### src/rtl/mem_arbiter.sv
// mem_arbiter: two-requester arbiter in front of a single-port word memory.
//   Requester 0 is instruction fetch, requester 1 is data access. At most
//   one transaction is in flight: IDLE -> ISSUE (memory strobes active,
//   extended while mem_wait is high) -> RESP (done/err pulse) -> IDLE.
//   A transaction stalled for WAIT_MAX consecutive ISSUE cycles is aborted.
//
// Configuration macro:
//   MEM_ARB_RR_EN  defined   : round-robin tie-break (requester 0 wins the
//                              first tie after reset)
//                  undefined : fixed priority, requester 1 wins ties
//
// Ports:
//   clk, rst                      clock, asynchronous active-high reset
//   rN_req/addr/wdata/we/         request fields of requester N (0, 1)
//   rN_byte_en/byte_sel
//   rN_done, rN_err               one-cycle completion / abort pulses
//   rN_rdata                      read data, held until next read completion
//   mem_en/we/byte_en/byte_sel    memory strobes (active only in ISSUE)
//   mem_addr, mem_wdata           memory address (held) and write data
//   mem_rdata, mem_wait           memory read data and stall
//   busy                          high whenever a transaction is in flight
module mem_arbiter #(
  parameter int ADDR_W   = 16,
  parameter int DATA_W   = 16,
  parameter int WAIT_MAX = 15
) (
  input  logic              clk,
  input  logic              rst,
  input  logic              r0_req,
  input  logic [ADDR_W-1:0] r0_addr,
  input  logic [DATA_W-1:0] r0_wdata,
  input  logic              r0_we,
  input  logic              r0_byte_en,
  input  logic              r0_byte_sel,
  output logic              r0_done,
  output logic              r0_err,
  output logic [DATA_W-1:0] r0_rdata,
  input  logic              r1_req,
  input  logic [ADDR_W-1:0] r1_addr,
  input  logic [DATA_W-1:0] r1_wdata,
  input  logic              r1_we,
  input  logic              r1_byte_en,
  input  logic              r1_byte_sel,
  output logic              r1_done,
  output logic              r1_err,
  output logic [DATA_W-1:0] r1_rdata,
  output logic              mem_en,
  output logic              mem_we,
  output logic              mem_byte_en,
  output logic              mem_byte_sel,
  output logic [ADDR_W-1:0] mem_addr,
  output logic [DATA_W-1:0] mem_wdata,
  input  logic [DATA_W-1:0] mem_rdata,
  input  logic              mem_wait,
  output logic              busy
);

  typedef enum logic [1:0] {IDLE, ISSUE, RESP} state_e;

  // Abort fires on the stalled cycle that brings the count to WAIT_MAX.
  localparam logic [7:0] STALL_LAST = 8'(WAIT_MAX - 1);

  state_e            state_q, state_d;
  logic [7:0]        stall_q, stall_d;
  logic              abort_q, abort_d;
  logic              win_q;
  logic              grant;
  logic              any_req;
  logic [ADDR_W-1:0] addr_q;
  logic [DATA_W-1:0] wdata_q;
  logic              we_q, ben_q, bsel_q;
  logic [DATA_W-1:0] rdata0_q, rdata1_q;

  assign any_req = r0_req | r1_req;

`ifdef MEM_ARB_RR_EN
  // Most recently granted requester; resets to 1 so requester 0 wins first tie.
  logic last_q;

  always_comb begin
    if (r0_req && r1_req) grant = ~last_q;
    else                  grant = r1_req;
  end

  always_ff @(posedge clk or posedge rst) begin
    if (rst)                           last_q <= 1'b1;
    else if (state_q == IDLE && any_req) last_q <= grant;
  end
`else
  always_comb grant = r1_req;
`endif

  // State register
  always_ff @(posedge clk or posedge rst) begin
    if (rst) begin
      state_q <= IDLE;
      stall_q <= '0;
      abort_q <= 1'b0;
    end else begin
      state_q <= state_d;
      stall_q <= stall_d;
      abort_q <= abort_d;
    end
  end

  // Next-state logic
  always_comb begin
    state_d = state_q;
    stall_d = stall_q;
    abort_d = abort_q;
    unique case (state_q)
      IDLE: begin
        if (any_req) begin
          state_d = ISSUE;
          stall_d = '0;
          abort_d = 1'b0;
        end
      end
      ISSUE: begin
        if (!mem_wait) begin
          state_d = RESP;
        end else begin
          stall_d = stall_q + 8'd1;
          if (stall_q == STALL_LAST) begin
            state_d = RESP;
            abort_d = 1'b1;
          end
        end
      end
      RESP:    state_d = IDLE;
      default: state_d = IDLE;
    endcase
  end

  // Request fields are captured once on grant; read data on non-aborted reads.
  always_ff @(posedge clk or posedge rst) begin
    if (rst) begin
      win_q    <= 1'b0;
      addr_q   <= '0;
      wdata_q  <= '0;
      we_q     <= 1'b0;
      ben_q    <= 1'b0;
      bsel_q   <= 1'b0;
      rdata0_q <= '0;
      rdata1_q <= '0;
    end else begin
      if (state_q == IDLE && any_req) begin
        win_q   <= grant;
        addr_q  <= grant ? r1_addr     : r0_addr;
        wdata_q <= grant ? r1_wdata    : r0_wdata;
        we_q    <= grant ? r1_we       : r0_we;
        ben_q   <= grant ? r1_byte_en  : r0_byte_en;
        bsel_q  <= grant ? r1_byte_sel : r0_byte_sel;
      end
      if (state_q == RESP && !abort_q && !we_q) begin
        if (win_q) rdata1_q <= mem_rdata;
        else       rdata0_q <= mem_rdata;
      end
    end
  end

  // Output decode
  always_comb begin
    mem_en       = 1'b0;
    mem_we       = 1'b0;
    mem_byte_en  = 1'b0;
    mem_byte_sel = 1'b0;
    mem_wdata    = '0;
    r0_done      = 1'b0;
    r1_done      = 1'b0;
    r0_err       = 1'b0;
    r1_err       = 1'b0;
    unique case (state_q)
      ISSUE: begin
        mem_en       = 1'b1;
        mem_we       = we_q;
        mem_byte_en  = ben_q;
        mem_byte_sel = bsel_q;
        mem_wdata    = wdata_q;
      end
      RESP: begin
        r0_done = ~win_q;
        r1_done = win_q;
        r0_err  = ~win_q & abort_q;
        r1_err  = win_q & abort_q;
      end
      default: ;
    endcase
  end

  assign mem_addr = addr_q;
  assign r0_rdata = rdata0_q;
  assign r1_rdata = rdata1_q;
  assign busy     = (state_q != IDLE);

endmodule
### config.mk
export PLATFORM = sky130hd
export DESIGN_NAME = mem_arbiter
export DESIGN_NICKNAME = d
export VERILOG_FILES = /design/src/rtl/mem_arbiter.sv
export SDC_FILE = /design/constraint.sdc
export NUM_CORES = 1
export LEC_CHECK = 0
export ABC_AREA = 1
export CAP_MARGIN = 30
export CORE_MARGIN = 5
export CORE_UTILIZATION = 38
export CTS_CLUSTER_SIZE = 20
export DETAILED_ROUTE_END_ITERATION = 7
export GPL_ROUTABILITY_DRIVEN = 0
export HOLD_SLACK_MARGIN = 0.06
export PLACE_DENSITY = 0.8
export SYNTH_ARGS = -nofsm -noshare
export SYNTH_HDL_FRONTEND = slang
export SYNTH_SLANG_ARGS = --single-unit
### constraint.sdc
create_clock -name clk -period 3.27 [get_ports clk]
set_input_delay 0.327 -clock clk [delete_from_list [all_inputs] [get_ports clk]]
set_output_delay 0.327 -clock clk [all_outputs]
set_load 0.01 [all_outputs]
==> reports/metrics.csv <==
metric,value,unit
drc,0,
synthCells,446,
first_pass_iters,4,
min_period_over_period,75.3,%
hold_class,input port to asynchronous set/reset pin,
final_util,59.3,%
grt_usage,16.8,%
slew_headroom,46.5,%
via_per_inst,4.64,
finalSetupTns,0,ns
htree_levels,3,
grt_pass1_wl,15.8,mm
ioPinCount,164,
r2r_cells,6,
cts_sinks,79,
vdd_drop_max,0.334,mV
final-max-slew-violation-count,0,
outcome,completed,
rsz0062_at_grt,no,
cp.required,2.94,ns
grt_start_max_net_pins,80,
core_area,9280,um^2
p_leak,2.53,nW
synth_seq_cells,79,
yosysUniqueCellTypes,22,
dpl.hpwl,7.42,mm
p_switching,1.67,mW
rows,35,
power_frac_comb,48.2,%
clock-root-buffer,clkbuf_8,
drt-total-wl,9.85,mm
powerDensity,830,nW/um^2
clkPwrFrac,14.6,%
crit_arrival,2.13,ns
crit_type,flip-flop to output port,
cts.clk_slew.worst_paths,0.09,ns
vias,3418,
drv_cap,0,
fill_cells,822,
insertion_delay,0.34,ns
post-cts-setup-buffers,0,
hold_ws,0.269,ns
gr-total-overflow,0,
period_minus_slack,2.46,ns
first_iter_violations,187,
synth_area,3640,um^2
max_freq,0.406,GHz
cts_tree,yes,
hold_buffers,0,
cts.repair.resized,0,
syn-num-nets,539,
antenna_found_initial,0,
num-nets-final,695,
cp_max_fo,22,
die-area,11600,um^2
timing.rr.start,state_q[1],
mostFrequentLayoutCell,clkdlybuf4s50_1,
start_kind,flip-flop,
internal-power,2.90,mW
die_w,108,um
p_sw_share,36.6,%
ys_warn_count,0,
post_synth.cell_area_avg,8.16,um^2
syn_to_final_growth,51.3,%
die_y,108,um
tightestPinTransition,0.801,ns
seq_area_frac_synth,54.4,%
worst_clock_skew,0.0123,ns
cts_made_buffers,9,
antenna_cells,0,
seqPwrFrac,37.3,%
grt_pass1_vias,3408,
portBuffers,163,
mostFrequentLayoutCells,"clkdlybuf4s50_1 (163), nand2_1 (127), dfrtp_1 (79), nor2_1 (77), inv_1 (45)",
finalHoldViolations,0,
drive_above_1_share,4.78,%
ant_nets,0,
worstSetupStartpoint,state_q[1],
clockBufferDepth,2,
initial_utilization,39.2,%
wl_per_cell,13.4,um
r2r_setup_slack,1.53,ns
finalSetupViolations,0,
cp-end-kind,output port,
power by group through the flow:
stage / sequential (mW) / combinational [mW] / clock [mW]
2_1_floorplan: 1.81 / 0.996 / 0
3_3_place_gp: 1.70 / 2.17 / 0
3_5_place_dp: 1.72 / 2.23 / 0
4_1_cts: 1.70 / 2.23 / 0.684
5_1_grt: 1.77 / 2.41 / 0.729
6_report: 1.70 / 2.20 / 0.665
worst max-delay path, stage by stage (launching register included):
cell             delay, ns
dfrtp_1               0.40
inv_1                 0.08
nand2_1               0.45
nor2_1                0.28
clkdlybuf4s50_1       0.57
metal layers:
metal  GRT usage [%]  routed length [um]  vias up
met5               0                   0        -
met4            6.31                 192        0
met3            4.74                 769       15
met2            27.8                4640      145
met1            20.9                4250     1538
li1                -                   -     1720
Yosys cell counts:
| master | instances | area share, % |
|---|---|---|
| nand2_1 | 127 | 13 |
| dfrtp_1 | 79 | 54 |
| nor2_1 | 77 | 7.9 |
| inv_1 | 46 | 4.7 |
| a31oi_1 | 35 | 6.0 |
| o21ai_1 | 19 | 2.6 |
| o21ai_0 | 17 | 2.3 |
| buf_6 | 10 | 3.1 |
| clkbuf_1 | 8 | 0.83 |
| nand3_1 | 7 | 0.96 |
| buf_2 | 4 | 0.55 |
| a21oi_1 | 3 | 0.41 |
| ha_1 | 2 | 0.69 |
| nand2_2 | 2 | 0.34 |
| nor2_2 | 2 | 0.34 |
| nor3_1 | 2 | 0.28 |
| clkinv_1 | 1 | 0.10 |
| inv_2 | 1 | 0.10 |
| inv_6 | 1 | 0.24 |
| nand2_4 | 1 | 0.31 |
| nand4_1 | 1 | 0.17 |
| o21ai_4 | 1 | 0.45 |
layout make-up:
type	instances	area [um^2]	share of cell area (%)
flip-flops and latches	79	1980	35.9
inverters	49	190	3.46
clock inverters	5	32.5	0.591
repair buffers	167	1680	30.6
well taps	129	161	2.93
multi-input cells	296	1310	23.8
clock buffers	11	151	2.75
flip-flops by register name, summed over array words and instances, names as in the netlist:
register and cells:
wdata_q 16, r0_rdata 16, mem_addr 16, bsel_q 1, win_q 1, ben_q 1, r1_rdata 16, state_q 2
stall_q 8, abort_q 1, we_q 1
final timing paths:
check	end
hold / removal	r1_rdata[6]
hold reg to reg	r0_rdata[8]
max in group asynchronous	wdata_q[1]
setup / recovery	mem_wdata[14]
setup reg to reg	stall_q[2]
min in group clk	r0_rdata[8]
per-stage QoR:
step	setup WS, ns	cells	cell area (um^2)	power [mW]
after floorplan	0.920	446	3640	2.81
after global placement	1.14	719	5290	3.87
after detailed placement	1.14	719	5290	3.94
after CTS	0.772	735	5480	4.61
after global routing	0.602	736	5500	4.91
final	0.808	736	5500	4.57
cells by family (layout without fill, tap and decap cells):
logic type	after synthesis	in the layout	synth area share (%)
AOI/OAI and AO/OA	75	75	11.8
buffers and inverters	71	232	9.67
and+or+nand+nor	219	219	23.5
DFF	79	79	54.4
adders and majority gates	2	2	0.688
Power figures use the tool's default switching activity.
